<file path="src/rtl/sram_uart_dumper_pkg.sv">
// ============================================================================
// Module      : sram_uart_dumper_pkg
// Description : Shared types and defaults for the SRAM dumper and loader.
// Revision    : 1.0 - initial release
// ============================================================================
`default_nettype none

package sram_uart_dumper_pkg;

    localparam int c_ADDR_W         = 5;
    localparam int c_DATA_W         = 32;
    localparam int c_BYTES_PER_WORD = c_DATA_W / 8;

    typedef enum logic [2:0] {
        S_IDLE    = 3'd0,
        S_RD_REQ  = 3'd1,
        S_RD_WAIT = 3'd2,
        S_LOAD    = 3'd3,
        S_SEND    = 3'd4,
        S_FINISH  = 3'd5
    } dump_state_t;

    function automatic int bytes_per_word(input int data_w);
        return data_w / 8;
    endfunction

endpackage

`default_nettype wire

</file>
<file path="src/rtl/sram_uart_dumper.sv">
// ============================================================================
// Module      : sram_uart_dumper
// Description : Streams a range of SRAM words out over the UART TX, byte-serial.
// Revision    : 1.0 - initial release
// ============================================================================
`default_nettype none

module sram_uart_dumper
    import sram_uart_dumper_pkg::*;
#(
    parameter int ADDR_W    = c_ADDR_W,
    parameter int DATA_W    = c_DATA_W,
    parameter int SRAM_LAT  = 1,
    parameter bit LSB_FIRST = 1'b1
) (
    input  logic              clk,
    input  logic              rst_n,
    input  logic              start,
    input  logic              abort,
    input  logic [ADDR_W-1:0] base_addr,
    input  logic [ADDR_W:0]   word_count,
    output logic              busy,
    output logic              done,
    output logic              csb_n,
    output logic              we_n,
    output logic [ADDR_W-1:0] addr,
    input  logic [DATA_W-1:0] sram_data_out,
    output logic              tx_enable,
    output logic              tx_valid,
    output logic [7:0]        tx_data_in,
    input  logic              tx_ready
);

    localparam int              c_NBYTES = bytes_per_word(DATA_W);
    localparam int              c_IDX_W  = (c_NBYTES > 1) ? $clog2(c_NBYTES) : 1;
    localparam logic [ADDR_W:0] c_ONE    = (ADDR_W+1)'(1);

    dump_state_t          r_state;
    dump_state_t          w_next;
    logic [ADDR_W-1:0]    r_addr;
    logic [ADDR_W:0]      r_remain;
    logic [DATA_W-1:0]    r_shift;
    logic [c_IDX_W-1:0]   r_byte_idx;
    logic [1:0]           r_wait;

    logic                 w_xfer;
    logic                 w_last_byte;
    logic                 w_word_done;
    logic                 w_wait_done;
    logic [7:0]           w_cur_byte;
    logic [DATA_W-1:0]    w_shift_nxt;

    assign w_xfer      = (r_state == S_SEND) && tx_ready;
    assign w_last_byte = (r_byte_idx == c_IDX_W'(c_NBYTES - 1));
    assign w_word_done = w_xfer && w_last_byte;
    // RD_WAIT lasts SRAM_LAT-1 cycles; never entered when SRAM_LAT is 1.
    assign w_wait_done = (r_wait == 2'(SRAM_LAT - 2));

    if (LSB_FIRST) begin : g_lsb_first
        assign w_cur_byte  = r_shift[7:0];
        assign w_shift_nxt = r_shift >> 8;
    end else begin : g_msb_first
        assign w_cur_byte  = r_shift[DATA_W-1 -: 8];
        assign w_shift_nxt = r_shift << 8;
    end

    always_ff @(posedge clk or negedge rst_n) begin
        if (!rst_n) begin
            r_state <= S_IDLE;
        end else begin
            r_state <= w_next;
        end
    end

    always_comb begin
        w_next     = r_state;
        busy       = 1'b0;
        done       = 1'b0;
        csb_n      = 1'b1;
        we_n       = 1'b1;
        tx_valid   = 1'b0;
        tx_data_in = 8'h00;
        case (r_state)
            S_IDLE: begin
                if (start) begin
                    w_next = (word_count != '0) ? S_RD_REQ : S_FINISH;
                end
            end
            S_RD_REQ: begin
                busy   = 1'b1;
                csb_n  = 1'b0;
                w_next = (SRAM_LAT == 1) ? S_LOAD : S_RD_WAIT;
            end
            S_RD_WAIT: begin
                busy = 1'b1;
                if (w_wait_done) begin
                    w_next = S_LOAD;
                end
            end
            S_LOAD: begin
                busy   = 1'b1;
                w_next = S_SEND;
            end
            S_SEND: begin
                busy       = 1'b1;
                tx_valid   = 1'b1;
                tx_data_in = w_cur_byte;
                if (w_word_done) begin
                    w_next = (r_remain == c_ONE) ? S_FINISH : S_RD_REQ;
                end
            end
            S_FINISH: begin
                done   = !abort;
                w_next = S_IDLE;
            end
            default: w_next = S_IDLE;
        endcase
        // Abort outranks start in IDLE as well, so it is applied last.
        if (abort) begin
            w_next = S_IDLE;
        end
    end

    assign addr      = r_addr;
    assign tx_enable = busy;

    always_ff @(posedge clk or negedge rst_n) begin
        if (!rst_n) begin
            r_addr     <= '0;
            r_remain   <= '0;
            r_shift    <= '0;
            r_byte_idx <= '0;
            r_wait     <= '0;
        end else if (abort) begin
            r_addr     <= '0;
            r_remain   <= '0;
            r_shift    <= '0;
            r_byte_idx <= '0;
            r_wait     <= '0;
        end else begin
            case (r_state)
                S_IDLE: begin
                    if (start && (word_count != '0)) begin
                        r_addr   <= base_addr;
                        r_remain <= word_count;
                    end
                end
                S_RD_REQ:  r_wait <= '0;
                S_RD_WAIT: r_wait <= r_wait + 2'd1;
                S_LOAD: begin
                    r_shift    <= sram_data_out;
                    r_byte_idx <= '0;
                end
                S_SEND: begin
                    if (w_xfer) begin
                        r_shift    <= w_shift_nxt;
                        r_byte_idx <= r_byte_idx + c_IDX_W'(1);
                        if (w_last_byte) begin
                            r_remain <= r_remain - c_ONE;
                            if (r_remain != c_ONE) begin
                                r_addr <= r_addr + ADDR_W'(1);
                            end
                        end
                    end
                end
                S_FINISH: r_addr <= '0;
                default: ;
            endcase
        end
    end

endmodule

`default_nettype wire

</file>
<file path="config.mk">
export PLATFORM = sky130hd
export DESIGN_NAME = sram_uart_dumper
export DESIGN_NICKNAME = d
export VERILOG_FILES = /design/src/rtl/sram_uart_dumper_pkg.sv /design/src/rtl/sram_uart_dumper.sv
export SDC_FILE = /design/constraint.sdc
export NUM_CORES = 1
export LEC_CHECK = 0
export ABC_CLOCK_PERIOD_IN_PS = 2500
export CORE_MARGIN = 5
export CORE_UTILIZATION = 25
export DETAILED_ROUTE_END_ITERATION = 8
export GPL_ROUTABILITY_DRIVEN = 0
export GPL_TIMING_DRIVEN = 0
export PLACE_DENSITY = 0.52
export SLEW_MARGIN = 20
export SYNTH_ARGS = -nofsm -noshare
export SYNTH_HDL_FRONTEND = slang
export SYNTH_SLANG_ARGS = --single-unit
</file>
<file path="constraint.sdc">
create_clock -name clk -period 2.5 [get_ports clk]
set_input_delay 0.5 -clock clk [delete_from_list [all_inputs] [get_ports clk]]
set_output_delay 0.5 -clock clk [all_outputs]
set_load 0.05 [all_outputs]
</file>
==> implementation parameters <==
Parameter                              Value

Status
  Status    finished clean

Floorplan
  Number of core rows    39
  I/O Pins    67
  Core Area    between 10000 and 15000 µm²
  Horizontal extent of the die    between 100 and 150 µm
  Die outline area    between 10000 and 15000 µm²
  Die height    between 100 and 150 µm
  Initial Util    0.2559

STA
  Highest clock rate    between 400 and 500 MHz
  RSZ-0062 raised after global routing    no
  Clock tree skew after final layout    about 0.0069 ns
  Slew @ Worst Pin    ~0.66 ns
  Final setup fails    0
  Hold violation count in the final report    0
  Hold_ws    approximately 0.25 ns
  Slew HR    0.5581
  Final period demand of the worst path    about 2.4 ns
  Number of max-slew violations in the final report    0
  Period Utilization, post-route    0.9668

Critical path
  Startpoint type of the worst setup path    flip-flop
  Maximum single-stage delay on the critical path    0.36 ns
  Data required time of the worst path    2.00 ns
  Cell type with the highest occurrence count on the critical path    sky130_fd_sc_hd__buf_6
  Reg-to-reg critical path endpoint    r_shift[0]
  Dominant delay contributor by cell family on the critical path    buffers and inverters
  Flop-to-flop setup slack    around 0.49 ns
  RR Startpoint    r_state[2]
  Category of the most critical setup path    flip-flop to output port
  Depth of the worst register-to-register path    7
  Critical path peak fanout    19
  Slowest stage cell on the critical path    sky130_fd_sc_hd__or3b_1
  Critical Path, Cell by Cell    buf_6 -> or3b_1 -> buf_6 -> inv_8 -> buf_12 -> and2_1 -> buf_2
  Total buffers and inverters traversed by the critical path    5
  Setup crit end kind    output port
  CP Data Arrival Time    1.92 ns

Clocking
  Count of clock tree sinks    50
  Clk slew on worst S/H paths    around 0.07 ns
  # H-tree levels    2
  Hold buffer count at cts    0
  CTS tree    yes
  Number of buffers on the longest clock path    2
  Total CTS buffers    5
  Worst-skew pair later-pin latency    0.29 ns
  PostCTS Resize Cnt    50
  Clock root buffer master    sky130_fd_sc_hd__clkbuf_16
  Post-CTS setup-driven buffer insertion count    0

Drt
  Number of optimization iterations in the first detailed-route pass    4
  Wire length per cell after detailed routing    between 15 and 20 µm
  Post-Route WL    between 8000 and 9000 µm
  Total vias in the final route    between 2000 and 3000
  Antenna-violating nets left    0
  Number of remaining DRC errors    0
  Number of DRC markers after the initial detailed-route iteration    ~160
  Number of vias per cell    just under 5

Worst hold path
  Hold crit path type    input port to asynchronous set/reset pin

Layout
  Post-layout util    0.3397
  Share of final-layout standard cells stronger than drive strength 1    0.1333
  Count of placed standard cells in the final layout, fillers left out    between 500 and 600
  Fin nets    ~440
  Layout Cell Area excl Fill    3895 µm²
  Antenna Cells    0
  Synth-to-layout area growth    32.75%

Logic synthesis
  Number of different library cells in the post-synthesis netlist    57
  Sequential-to-total area share from yosys stat    0.4264
  Area leader, netlist    sky130_fd_sc_hd__dfrtp_1
  Most common cell in the synthesized netlist    sky130_fd_sc_hd__nand2_1
  Synthesized Nets    between 300 and 400
  Mean post-synth cell area    9.198 µm²
  Area of the mapped netlist    2934 µm²
  Cells after synthesis    roughly 320
  EDFF count, synth    0
  Async set-or-reset flop fraction in the synthesized netlist    1.000
  Proportion of netlist area held by the largest area contributor    0.4264
  Main synth FF type    sky130_fd_sc_hd__dfrtp_1
  XOR/XNOR Fraction of Synth Area    0.01493
  Basic-gate share of the synthesized area counting and, or, nand and nor cells    0.2226
  Multiplexer area fraction after synthesis    0.01109
  Cell types with the highest counts after synthesis    sky130_fd_sc_hd__nand2_1, sky130_fd_sc_hd__dfrtp_1, sky130_fd_sc_hd__a21oi_1
  Area fraction in compound gates after synthesis    0.2286
  Synth Area in Adders    0.02132
  Most area-consuming cells after synthesis    sky130_fd_sc_hd__dfrtp_1, sky130_fd_sc_hd__nand2_1, sky130_fd_sc_hd__a22o_1
  Register bit count reported by yosys    50
  Dominant combinational cell family by area after synthesis    compound AO/OA/AOI/OAI gates
  Warnings, synthesis    0

Pwr
  Tot Pwr    between 2000 and 3000 µW
  IR drop worst, VDD    around 0.3 mV
  Lkg Pwr    between 0.0015 and 0.002 µW
  Power per unit of standard cell area    688.8 nW/µm²

Global routing
  Number of global-route vias before repair    between 2000 and 3000
  Global-route wire length before repair    about 14000 µm
  Global-route usage over all layers    0.1212
  Total overflow reported by the global router    0
  Maximum number of pins on one net before global-route repair    51
  Number of antenna violations at the first check in global routing    0

Placed design
  Placed cell areas    3760 µm²
  Buffers added on ports    64
  Number of cells in the design after placement    526
  Total half-perimeter wirelength after legalization and detailed placement    about 6300 µm

Run
  # Max-Cap Violations    0
==> state kept, by name (all words and copies together) (netlist names) <==
name and cells:
r_remain 6, r_shift 32, r_state 3, r_byte_idx 2, addr 5, r_wait 2
==> routing by layer <==
metal  up-vias  global-route usage  share of wire
li1       1300                   -              -
met4         0             0.02867         0.0095
met2        65              0.1909           0.45
met3         4             0.02436          0.052
met1      1241              0.1712           0.49
met5         -                   0              0
==> metrics by stage <==
step | TNS (ns) | setup slack (ns)
final | 0 | 0.08288
after global routing | 0 | 0.0001326
after CTS | 0 | 0.001253
after detailed placement | -3.816 | -0.3956
after global placement | -34.63 | -0.6285
after floorplan | 0 | 0.08194
==> cells in the final DEF (no fill, tap or decap), drive strengths merged, types with 3 or more instances in the layout <==
master	synthesis	final
dfrtp	50	50
xnor2	3	3
clkdlybuf4s50	0	51
or4	3	3
inv	5	6
a31oi	4	4
buf	17	26
a221oi	3	3
and2	8	8
and3	8	8
a22o	21	21
clkbuf	10	16
nand3	15	15
nor4	6	6
a21oi	28	28
o31ai	5	5
nor2	7	7
o21ai	10	10
nand2	65	65
ha	5	5
a221o	6	6
a32o	3	3
nor3	4	4
==> where the power goes <==
group	switching (µW)	leakage, µW	internal, µW
registers	86.6	0.000660	920
clock network	307	0.0000875	504
logic	504	0.000977	361
total	898	0.00172	1780
==> logic make-up (layout without fill, tap and decap cells) <==
group | after synthesis | in the layout
XOR/XNOR | 5 | 5
AND/OR/NAND/NOR | 129 | 129
buffers and inverters | 33 | 104
flip-flops | 50 | 50
other | 1 | 1
adder cells (fa/ha/maj) | 5 | 5
AO/OA/AOI/OAI | 93 | 93
multiplexers | 3 | 3
==> area by class of cell <==
type                            instances  area, µm²
Multi-Input combinational cell        236       1476
Inverter                                6      30.03
Clock inverter                          2      38.79
Fill cell                            1189       7572
Timing Repair Buffer                   64      596.8
Clock buffer                            6      138.9
Buffer                                 26      183.9
Tap cell                              143      178.9
Sequential cell                        50       1251
==> worst max-delay path by stage <==
stage	to	cells after the start	startpoint
2_1_floorplan	tx_data_in[0]	7	r_state[2]
3_3_place_gp	r_shift[2]	1	rst_n
3_5_place_dp	tx_data_in[0]	8	r_state[2]
4_1_cts	busy	4	r_state[0]
5_1_grt	tx_enable	5	r_state[2]
6_report	tx_data_in[0]	7	r_state[2]
==> worst register-to-register path: cells and delay by family, from the launching register on <==
family                 cells  cell delay (ns)
AOI/OAI and AO/OA          2             0.64
buffers and inverters      4             0.76
DFF                        1             0.38
and+or+nand+nor            1             0.17
Power figures use the tool's default switching activity.
